### src/rtl/uart_pkg.sv
// -----------------------------------------------------------------------------
// uart_pkg
// Types and constants shared by the UART receive path and uart_transmit.
//   byte_state_e : byte-level deserialiser states
//   pair_state_e : header/payload reassembly states
//   HDR_TAG      : required upper nibble of a header byte
//   BAUD_DIV_DEFAULT : clock cycles per bit at 100 MHz / 115200 baud
// -----------------------------------------------------------------------------
package uart_pkg;

  localparam int         BAUD_DIV_DEFAULT = 868;
  localparam logic [3:0] HDR_TAG          = 4'hA;

  typedef enum logic [1:0] {
    IDLE,
    START,
    DATA,
    STOP
  } byte_state_e;

  typedef enum logic {
    WAIT_HDR,
    WAIT_PAY
  } pair_state_e;

  // A byte opens a sample pair only when its upper nibble carries the tag.
  function automatic logic is_header(input logic [7:0] b);
    return b[7:4] == HDR_TAG;
  endfunction

endpackage

### src/rtl/uart_receive_if.sv
// -----------------------------------------------------------------------------
// uart_receive_if
// Groups the serial input, its enable and the reassembled-sample outputs.
//   rx_in           : serial line, idles high (asynchronous to clk_in)
//   receive_active  : low = ignore new start bits
//   data_out        : last reassembled 12-bit sample
//   data_valid_out  : one-cycle pulse, data_out valid
//   frame_error_out : one-cycle pulse, bad stop bit or bad header tag
//   busy_out        : a byte is being received
// slave  : the receiver side (uart_receive)
// master : the board/consumer side driving rx and reading samples
// -----------------------------------------------------------------------------
interface uart_receive_if;

  logic        rx_in;
  logic        receive_active;
  logic [11:0] data_out;
  logic        data_valid_out;
  logic        frame_error_out;
  logic        busy_out;

  modport slave (
    input  rx_in,
    input  receive_active,
    output data_out,
    output data_valid_out,
    output frame_error_out,
    output busy_out
  );

  modport master (
    output rx_in,
    output receive_active,
    input  data_out,
    input  data_valid_out,
    input  frame_error_out,
    input  busy_out
  );

endinterface

### src/rtl/uart_byte_rx.sv
// -----------------------------------------------------------------------------
// uart_byte_rx
// 8N1 byte deserialiser: 2-flop synchroniser, start-bit validation,
// mid-bit sampling of 8 data bits (LSB first) and stop-bit check.
//   clk_in, rst_in  : clock, synchronous active-high reset
//   rx_in           : raw serial line
//   receive_active  : gates detection of new start bits only
//   byte_out        : last good byte, held
//   byte_done       : one-cycle pulse, byte_out updated
//   stop_err        : one-cycle pulse, stop bit sampled low
//   busy            : start bit detected, stop sample not yet taken
// -----------------------------------------------------------------------------
module uart_byte_rx
  import uart_pkg::*;
#(
  parameter int BAUD_DIV = BAUD_DIV_DEFAULT
) (
  input  logic       clk_in,
  input  logic       rst_in,
  input  logic       rx_in,
  input  logic       receive_active,
  output logic [7:0] byte_out,
  output logic       byte_done,
  output logic       stop_err,
  output logic       busy
);

  localparam int               CNT_W     = $clog2(BAUD_DIV);
  localparam logic [CNT_W-1:0] HALF_LAST = CNT_W'(BAUD_DIV / 2 - 1);
  localparam logic [CNT_W-1:0] FULL_LAST = CNT_W'(BAUD_DIV - 1);

  logic rx_meta_q, rx_s_q, rx_prev_q;
  logic rx_fall;

  byte_state_e      state_q, state_d;
  logic [CNT_W-1:0] cnt_q, cnt_d;
  logic [2:0]       bit_idx_q, bit_idx_d;
  logic [7:0]       shift_q, shift_d;
  logic [7:0]       byte_q, byte_d;
  logic             done_q, done_d;
  logic             err_q, err_d;

  // Synchroniser and edge-history flops preset to the idle (high) level so
  // leaving reset never looks like a falling edge.
  // NOTE: sequential state uses non-blocking assignments so every flop samples
  // the pre-edge values of the others, regardless of statement order.
  always_ff @(posedge clk_in) begin
    if (rst_in) begin
      rx_meta_q <= 1'b1;
      rx_s_q    <= 1'b1;
      rx_prev_q <= 1'b1;
    end else begin
      rx_meta_q <= rx_in;
      rx_s_q    <= rx_meta_q;
      rx_prev_q <= rx_s_q;
    end
  end

  assign rx_fall = rx_prev_q & ~rx_s_q;

  always_ff @(posedge clk_in) begin
    if (rst_in) begin
      state_q   <= IDLE;
      cnt_q     <= '0;
      bit_idx_q <= '0;
      shift_q   <= '0;
      byte_q    <= '0;
      done_q    <= 1'b0;
      err_q     <= 1'b0;
    end else begin
      state_q   <= state_d;
      cnt_q     <= cnt_d;
      bit_idx_q <= bit_idx_d;
      shift_q   <= shift_d;
      byte_q    <= byte_d;
      done_q    <= done_d;
      err_q     <= err_d;
    end
  end

  // NOTE: every signal written here gets a default first, so no path through
  // the case statement can leave one unassigned and infer a latch.
  always_comb begin
    state_d   = state_q;
    cnt_d     = cnt_q + CNT_W'(1);
    bit_idx_d = bit_idx_q;
    shift_d   = shift_q;
    byte_d    = byte_q;
    done_d    = 1'b0;
    err_d     = 1'b0;

    unique case (state_q)
      IDLE: begin
        cnt_d = '0;
        if (rx_fall && receive_active) state_d = START;
      end
      START: begin
        // Re-check the line half a bit after the edge; high means a glitch.
        if (cnt_q == HALF_LAST) begin
          cnt_d     = '0;
          bit_idx_d = '0;
          state_d   = rx_s_q ? IDLE : DATA;
        end
      end
      DATA: begin
        if (cnt_q == FULL_LAST) begin
          cnt_d   = '0;
          shift_d = {rx_s_q, shift_q[7:1]};
          if (bit_idx_q == 3'd7) state_d = STOP;
          else                   bit_idx_d = bit_idx_q + 3'd1;
        end
      end
      STOP: begin
        if (cnt_q == FULL_LAST) begin
          cnt_d   = '0;
          state_d = IDLE;
          if (rx_s_q) begin
            done_d = 1'b1;
            byte_d = shift_q;
          end else begin
            err_d  = 1'b1;
          end
        end
      end
      default: state_d = IDLE;
    endcase
  end

  assign byte_out  = byte_q;
  assign byte_done = done_q;
  assign stop_err  = err_q;
  assign busy      = (state_q != IDLE);

endmodule

### src/rtl/uart_receive.sv
// -----------------------------------------------------------------------------
// uart_receive
// Reassembles 12-bit samples from header {HDR_TAG, d[11:8]} + payload d[7:0]
// byte pairs arriving on an 8N1 line.
//   clk_in : 100 MHz system clock
//   rst_in : synchronous, active-high reset
//   rx_bus : uart_receive_if.slave (rx_in, receive_active, data_out,
//            data_valid_out, frame_error_out, busy_out)
// -----------------------------------------------------------------------------
module uart_receive
  import uart_pkg::*;
#(
  parameter int BAUD_DIV     = BAUD_DIV_DEFAULT,
  parameter int PAIR_TIMEOUT = 4 * 10 * BAUD_DIV
) (
  input  logic           clk_in,
  input  logic           rst_in,
  uart_receive_if.slave  rx_bus
);

  localparam int               TMO_W    = $clog2(PAIR_TIMEOUT);
  localparam logic [TMO_W-1:0] TMO_LAST = TMO_W'(PAIR_TIMEOUT - 1);

  logic [7:0] rx_byte;
  logic       byte_done;
  logic       stop_err;
  logic       byte_busy;

  uart_byte_rx #(
    .BAUD_DIV (BAUD_DIV)
  ) u_byte_rx (
    .clk_in         (clk_in),
    .rst_in         (rst_in),
    .rx_in          (rx_bus.rx_in),
    .receive_active (rx_bus.receive_active),
    .byte_out       (rx_byte),
    .byte_done      (byte_done),
    .stop_err       (stop_err),
    .busy           (byte_busy)
  );

  pair_state_e      state_q, state_d;
  logic [3:0]       hi_nib_q, hi_nib_d;
  logic [TMO_W-1:0] tmo_q, tmo_d;
  logic [11:0]      data_q, data_d;
  logic             valid_q, valid_d;
  logic             ferr_q, ferr_d;

  always_ff @(posedge clk_in) begin
    if (rst_in) begin
      state_q  <= WAIT_HDR;
      hi_nib_q <= '0;
      tmo_q    <= '0;
      data_q   <= '0;
      valid_q  <= 1'b0;
      ferr_q   <= 1'b0;
    end else begin
      state_q  <= state_d;
      hi_nib_q <= hi_nib_d;
      tmo_q    <= tmo_d;
      data_q   <= data_d;
      valid_q  <= valid_d;
      ferr_q   <= ferr_d;
    end
  end

  always_comb begin
    state_d  = state_q;
    hi_nib_d = hi_nib_q;
    tmo_d    = tmo_q;
    data_d   = data_q;
    valid_d  = 1'b0;
    ferr_d   = 1'b0;

    if (stop_err) begin
      // A bad stop bit drops any pending pair; the next header restarts it.
      ferr_d  = 1'b1;
      state_d = WAIT_HDR;
    end else begin
      unique case (state_q)
        WAIT_HDR: begin
          if (byte_done) begin
            if (is_header(rx_byte)) begin
              hi_nib_d = rx_byte[3:0];
              tmo_d    = '0;
              state_d  = WAIT_PAY;
            end else begin
              ferr_d   = 1'b1;
            end
          end
        end
        WAIT_PAY: begin
          if (byte_done) begin
            // The payload carries arbitrary data, so it is never tag-checked.
            data_d  = {hi_nib_q, rx_byte};
            valid_d = 1'b1;
            state_d = WAIT_HDR;
          end else if (!byte_busy) begin
            // Only line-idle time counts towards abandoning the pair.
            if (tmo_q == TMO_LAST) state_d = WAIT_HDR;
            else                   tmo_d   = tmo_q + TMO_W'(1);
          end
        end
        default: state_d = WAIT_HDR;
      endcase
    end
  end

  assign rx_bus.data_out        = data_q;
  assign rx_bus.data_valid_out  = valid_q;
  assign rx_bus.frame_error_out = ferr_q;
  assign rx_bus.busy_out        = byte_busy;

endmodule

### src/flat_wrapper.sv
// flat-port wrapper written by rule: the top's interface ports become plain ports
module uart_receive_flat import uart_pkg::*;
#(
  parameter int BAUD_DIV     = BAUD_DIV_DEFAULT,
  parameter int PAIR_TIMEOUT = 4 * 10 * BAUD_DIV
)
  (clk_in, rst_in, rx_bus_rx_in, rx_bus_receive_active, rx_bus_data_out, rx_bus_data_valid_out, rx_bus_frame_error_out, rx_bus_busy_out);
  uart_receive_if rx_bus_i ();
  input  logic clk_in;
  input  logic rst_in;
  input wire logic [$bits(rx_bus_i.rx_in)-1:0] rx_bus_rx_in;
  input wire logic [$bits(rx_bus_i.receive_active)-1:0] rx_bus_receive_active;
  output wire logic [$bits(rx_bus_i.data_out)-1:0] rx_bus_data_out;
  output wire logic [$bits(rx_bus_i.data_valid_out)-1:0] rx_bus_data_valid_out;
  output wire logic [$bits(rx_bus_i.frame_error_out)-1:0] rx_bus_frame_error_out;
  output wire logic [$bits(rx_bus_i.busy_out)-1:0] rx_bus_busy_out;
  assign rx_bus_i.rx_in = rx_bus_rx_in;
  assign rx_bus_i.receive_active = rx_bus_receive_active;
  assign rx_bus_data_out = rx_bus_i.data_out;
  assign rx_bus_data_valid_out = rx_bus_i.data_valid_out;
  assign rx_bus_frame_error_out = rx_bus_i.frame_error_out;
  assign rx_bus_busy_out = rx_bus_i.busy_out;
  uart_receive #(.BAUD_DIV(BAUD_DIV), .PAIR_TIMEOUT(PAIR_TIMEOUT)) u_core (.clk_in(clk_in), .rst_in(rst_in), .rx_bus(rx_bus_i));
endmodule
### config.mk
export PLATFORM = sky130hd
export DESIGN_NAME = uart_receive_flat
export DESIGN_NICKNAME = d
export VERILOG_FILES = /design/src/rtl/uart_pkg.sv /design/src/rtl/uart_receive_if.sv /design/src/rtl/uart_byte_rx.sv /design/src/rtl/uart_receive.sv /design/src/flat_wrapper.sv
export SDC_FILE = /design/constraint.sdc
export NUM_CORES = 1
export LEC_CHECK = 0
export BUFFER_PORTS_ARGS = -buffer_cell sky130_fd_sc_hd__buf_2
export CAP_MARGIN = 10
export CORE_MARGIN = 2
export CORE_UTILIZATION = 50
export DETAILED_ROUTE_END_ITERATION = 8
export PLACE_DENSITY = 0.78
export SETUP_SLACK_MARGIN = 0.2
export SLEW_MARGIN = 20
export SYNTH_ARGS = -nofsm -noshare
export SYNTH_HDL_FRONTEND = slang
export SYNTH_HIERARCHICAL = 1
export SYNTH_SLANG_ARGS = --single-unit
export TNS_END_PERCENT = 10
### constraint.sdc
create_clock -name clk_in -period 2.58 [get_ports clk_in]
set_input_delay 0.516 -clock clk_in [delete_from_list [all_inputs] [get_ports clk_in]]
set_output_delay 0.516 -clock clk_in [all_outputs]
set_load 0.1 [all_outputs]
# Word level (Yosys, flattened, before mapping)
# Index checks and enable logic that the tools add are counted.
[totals] input_bits=4 elab_cells=92 out_inout_bits=15 ff_bits=71
[classes] eq_ne=19 n_bitwise=6 reduce_logical=15 n_addsub=3 muxes=33
[op_table] operator="16-bit two-way mux" n=5
[op_table] operator="16-bit case mux with 2 select lines" n=1
[op_table] operator="10-bit case mux with 3 select lines" n=1
[op_table] operator="10-bit two-way mux" n=2
[op_table] operator="2-bit inequality test (second input constant)" n=10
[op_table] operator="16-bit by 1-bit adder with 16-bit output (second input constant)" n=1
[op_table] operator="16-bit equality test (second input constant)" n=1
[op_table] operator="1-bit two-way mux" n=12
[op_table] operator="2-bit two-way mux" n=6
[op_table] operator="10-bit by 1-bit adder with 10-bit output (second input constant)" n=1
[op_table] operator="10-bit equality test (second input constant)" n=1
[op_table] operator="10-bit by 9-bit equality test with 1-bit output (second input constant)" n=1
[op_table] operator="3-bit two-way mux" n=3
[op_table] operator="2-bit case mux with 4 select lines" n=1
[op_table] operator="4-bit AND reduction" n=2
[op_table] operator="3-bit case mux with 2 select lines" n=1
[op_table] operator="3-bit AND reduction" n=2
[op_table] operator="6-bit AND reduction" n=1
[op_table] operator="3-bit OR reduction" n=2
[op_table] operator="1-bit inverter" n=5
[op_table] operator="5-bit AND reduction" n=1
[op_table] operator="2-bit equality test (second input constant)" n=2
[op_table] operator="4-bit equality test (second input constant)" n=1
[op_table] operator="2-bit nonzero test" n=2
[op_table] operator="10 further kinds" n=11

# Logic depth before layout (Yosys ltp)
[logic_depth] ltp_word=5 depth_mapped=8 depth_no_buf=6

# Hierarchy
# Netlist, hierarchy kept.
[modules_own_cells] module="uart_receive" area_per_inst_um2=1639.1 cells_per_inst=187 n_inst=1 seq_area_each_um2=700.7
[modules_own_cells] module="uart_byte_rx" area_per_inst_um2=1534.0 cells_per_inst=151 n_inst=1 seq_area_each_um2=720.7

# Least setup slack after synthesis
# No wires, ideal clock.
[synth_timing] kind="reg2reg" from="reg with a tool-made name" to="reg u_core.tmo_q[9]" path_slack_ns=0.209 setup_time_ns=0.070 synth_period_minus_slack_ns=2.371 arrival_time_ns=2.301 path_buffers=2 path_stages_with_launch=7 required_ns=2.510 path_cell_list="dfxtp_1 -> clkbuf_1 -> or2_2 -> or4b_1 -> buf_2 -> or4_1 -> a21oi_1"
[synth_lines] item="end signal: assignment" line_no="uart_receive.sv:60" source="tmo_q <= tmo_d;"
[synth_lines] item="end: declaration" line_no="uart_receive.sv:44" source="logic [TMO_W-1:0] tmo_q, tmo_d;"

==> reports/results.ini <==
[status]
status = completed

[cts]
htree_num_levels = 3
clk-insertion-delay-late_ps = 340
postCtsHoldBufs = 0
clock_sinks = 71
cts_max_path_buffers = 2
cts-buffers-inserted = 9
post-cts-setup-buffers = 0
clock_tree.root_cell = sky130_fd_sc_hd__clkbuf_8
cts.reportedPaths.clkPinSlew_ps = 70
clock_tree_from_tritoncts = done

[sta]
final.period_utilization = 0.870
timing.slew.headroom = 0.647
timing.final.crit_period_ps = 2250
fin_skew_ps = 5.60
final-setup-viol-count = 0
aggregate_negative_setup_slack_ps = 0
worst_slew_pin_slew_ps = 526
max_freq_ghz = 0.445
finalMaxSlewViolations = 0
rsz0062_at_grt = no
hold_viol_final = 0

[cells_and_area]
flow.area_growth_from_synthesis_pct = 10.6
antenna-diode-count = 0
layout-drive-gt1-share = 0.157
layout_commonest_cell = sky130_fd_sc_hd__dfxtp_1
nets = 367
stdcell_area_mm2 = 0.00351
layout.cells.most_common_list = sky130_fd_sc_hd__dfxtp_1 (71), sky130_fd_sc_hd__nor2_1 (37), sky130_fd_sc_hd__nand2_1 (35), sky130_fd_sc_hd__a21oi_1 (26), sky130_fd_sc_hd__mux2i_1 (24)

[place]
detailed_place.area_mm2 = 0.00333
placement.io_buffers = 18
detailedPlacementHpwl_um = 4200
gp_weighted_congestion = 0.764

[min_path]
hold_end = u_core/u_byte_rx/rx_meta_q
worstHoldPathCells = 2
min_from = rx_bus_rx_in
hold_path_class = in -> reg

[critical_path]
reg2regPathDepth = 5
timing.reg2reg.setup_slack_ps = 330
worstPathArrival_ps = 2520
crit_path_kind = reg -> reg
critical_path_peak_fanout = 13
regToRegEndpoint = u_core/tmo_q[6]
timing.critical_path.to_type = flip-flop
worst-endpoint-required_ps = 2850
start_kind = flip-flop

[routing]
drt-initial-drc-count = 74
detail_route.vias_per_cell = 5.64
drt.antenna.violating_nets = 0
drc_errors = 0
via_count = 2477
wl_per_cell_um = 13.8
wl_um = 6050
detail_route.first_pass.iterations = 4

[grt]
globalRouteOverflowTotal = 0
grt_start_max_net_pins = 40
grt_pass1_vias = 2376
grt_first_pass_wirelength_um = 10500
gr-usage-all-layers = 0.182
antenna_found_initial = 0

[synthesis]
synth-main-ff-cell = sky130_fd_sc_hd__dfxtp_1
yosys_register_bits = 71
mapped_nets = 347
count_of_flip_flops_with_a_built_in_enable_after_synthesis = 0
async_flop_share = 0
yosysUniqueCellTypes = 54
synthesis.area_per_instance_um2 = 9.39
postSynthCellCount = 338
synth_sequential_area_ratio = 0.448
netlist_area_before_placement_mm2 = 0.00317
synth_warnings = 6

[die]
core.rowCount = 29
floorplan.die.width_um = 83.7
design.portCount = 19
initial_utilization = 0.508
coreArea_mm2 = 0.00624
die_area_mm2 = 0.00700
fp.dieH_um = 83.7

[flow_run]
maxCapViolations = 0

[power_and_ir_drop]
power.density_cell_area_mw_per_mm2 = 557
vdd_ir_drop_max_mv = 0.454
power_leakage_nw = 1.23

-- synth_stat cells, types with 5 or more instances --
cell type / n / area share
sky130_fd_sc_hd__mux2i_1: 24 / 0.076
sky130_fd_sc_hd__nor3_1: 6 / 0.0095
sky130_fd_sc_hd__ha_1: 5 / 0.020
sky130_fd_sc_hd__nand2_1: 35 / 0.041
sky130_fd_sc_hd__nand2b_1: 7 / 0.014
sky130_fd_sc_hd__or3_1: 6 / 0.012
sky130_fd_sc_hd__xnor2_1: 6 / 0.017
sky130_fd_sc_hd__nand3_1: 14 / 0.022
sky130_fd_sc_hd__o31ai_1: 7 / 0.017
sky130_fd_sc_hd__clkbuf_1: 8 / 0.0095
sky130_fd_sc_hd__and3_1: 5 / 0.0099
sky130_fd_sc_hd__a21oi_1: 26 / 0.041
sky130_fd_sc_hd__or4_1: 11 / 0.026
sky130_fd_sc_hd__dfxtp_1: 71 / 0.45
sky130_fd_sc_hd__inv_1: 6 / 0.0071
sky130_fd_sc_hd__nor2_1: 37 / 0.044
-- per-layer routing --
metal,global-route usage,vias up,routed length (um)
met5,0,-,0
met4,0.0689,0,118
met3,0.0613,8,191
met2,0.303,32,2960
met1,0.219,1183,2780
li1,-,1254,-
-- kinds of logic (layout without fill, tap and decap cells) --
kind of cell	after synthesis	in the layout	share of synthesized area
AND/OR/NAND/NOR	157	157	0.291
flip-flops	71	71	0.448
AO/OA/AOI/OAI	49	49	0.102
multiplexers	25	25	0.0804
buffers and inverters	21	45	0.0319
XOR/XNOR	10	10	0.0276
adder cells (fa/ha/maj)	5	5	0.0197
-- how the worst max path moves through the flow --
| stage | startpoint | endpoint | cells after the start |
|---|---|---|---|
| floorplan | flip-flop | u_core/tmo_q[9] | 6 |
| global placement | flip-flop | u_core/tmo_q[3] | 5 |
| detailed placement | flip-flop | u_core/tmo_q[6] | 5 |
| CTS | flip-flop | u_core/tmo_q[6] | 5 |
| global route | flip-flop | u_core/tmo_q[11] | 5 |
| finish | flip-flop | u_core/tmo_q[6] | 5 |
-- worst max-delay path, cell delays in order, from the launching register on --
cell and delay, ps:
sky130_fd_sc_hd__dfxtp_1 390, sky130_fd_sc_hd__or2_2 360, sky130_fd_sc_hd__or4b_4 550, sky130_fd_sc_hd__buf_4 210, sky130_fd_sc_hd__or4_1 500, sky130_fd_sc_hd__a21oi_1 160
-- state kept, by name, indices dropped and copies added, names as in the netlist, 3 cells and up, named ones only --
| signal | flops |
|---|---|
| u_core/rx_bus.data_out | 12 |
| u_core/u_byte_rx/byte_out | 8 |
| u_core/u_byte_rx/bit_idx_q | 3 |
| u_core/tmo_q | 16 |
| u_core/u_byte_rx/shift_q | 8 |
| u_core/u_byte_rx/cnt_q | 10 |
| u_core/hi_nib_q | 4 |
-- per-stage QoR --
stage	setup WS [ps]	cells	util	hold WS (ps)	total power (W)
after CTS	241	439	0.562	341	0.00198
after global routing	257	439	0.562	333	0.00203
final	335	439	0.562	356	0.00196
after detailed placement	264	424	0.533	407	0.00116
after global placement	329	424	0.533	392	0.00116
after floorplan	209	338	-	389	0.00115
-- where the power goes --
group	switching [W]	internal, W	leakage, nW
sequential	0.00000282	0.00110	0.572
combinational	0.0000251	0.00000908	0.565
clock	0.000382	0.000438	0.0892
-- repair_timing --
action,in CTS,in global routing
gates resized for setup,0,1
setup endpoints to repair,0,4
hold endpoints to repair,0,0
-- final cells by class --
| cell class | count | area, um2 |
|---|---|---|
| clock buffer | 11 | 131 |
| clock inverter | 4 | 47.5 |
| fill | 560 | 2730 |
| inverter | 6 | 22.5 |
| multi-input combinational | 246 | 1650 |
| sequential | 71 | 1420 |
| tap | 77 | 96.3 |
| timing repair buffer | 24 | 135 |
(Power assumes the default switching activity.)
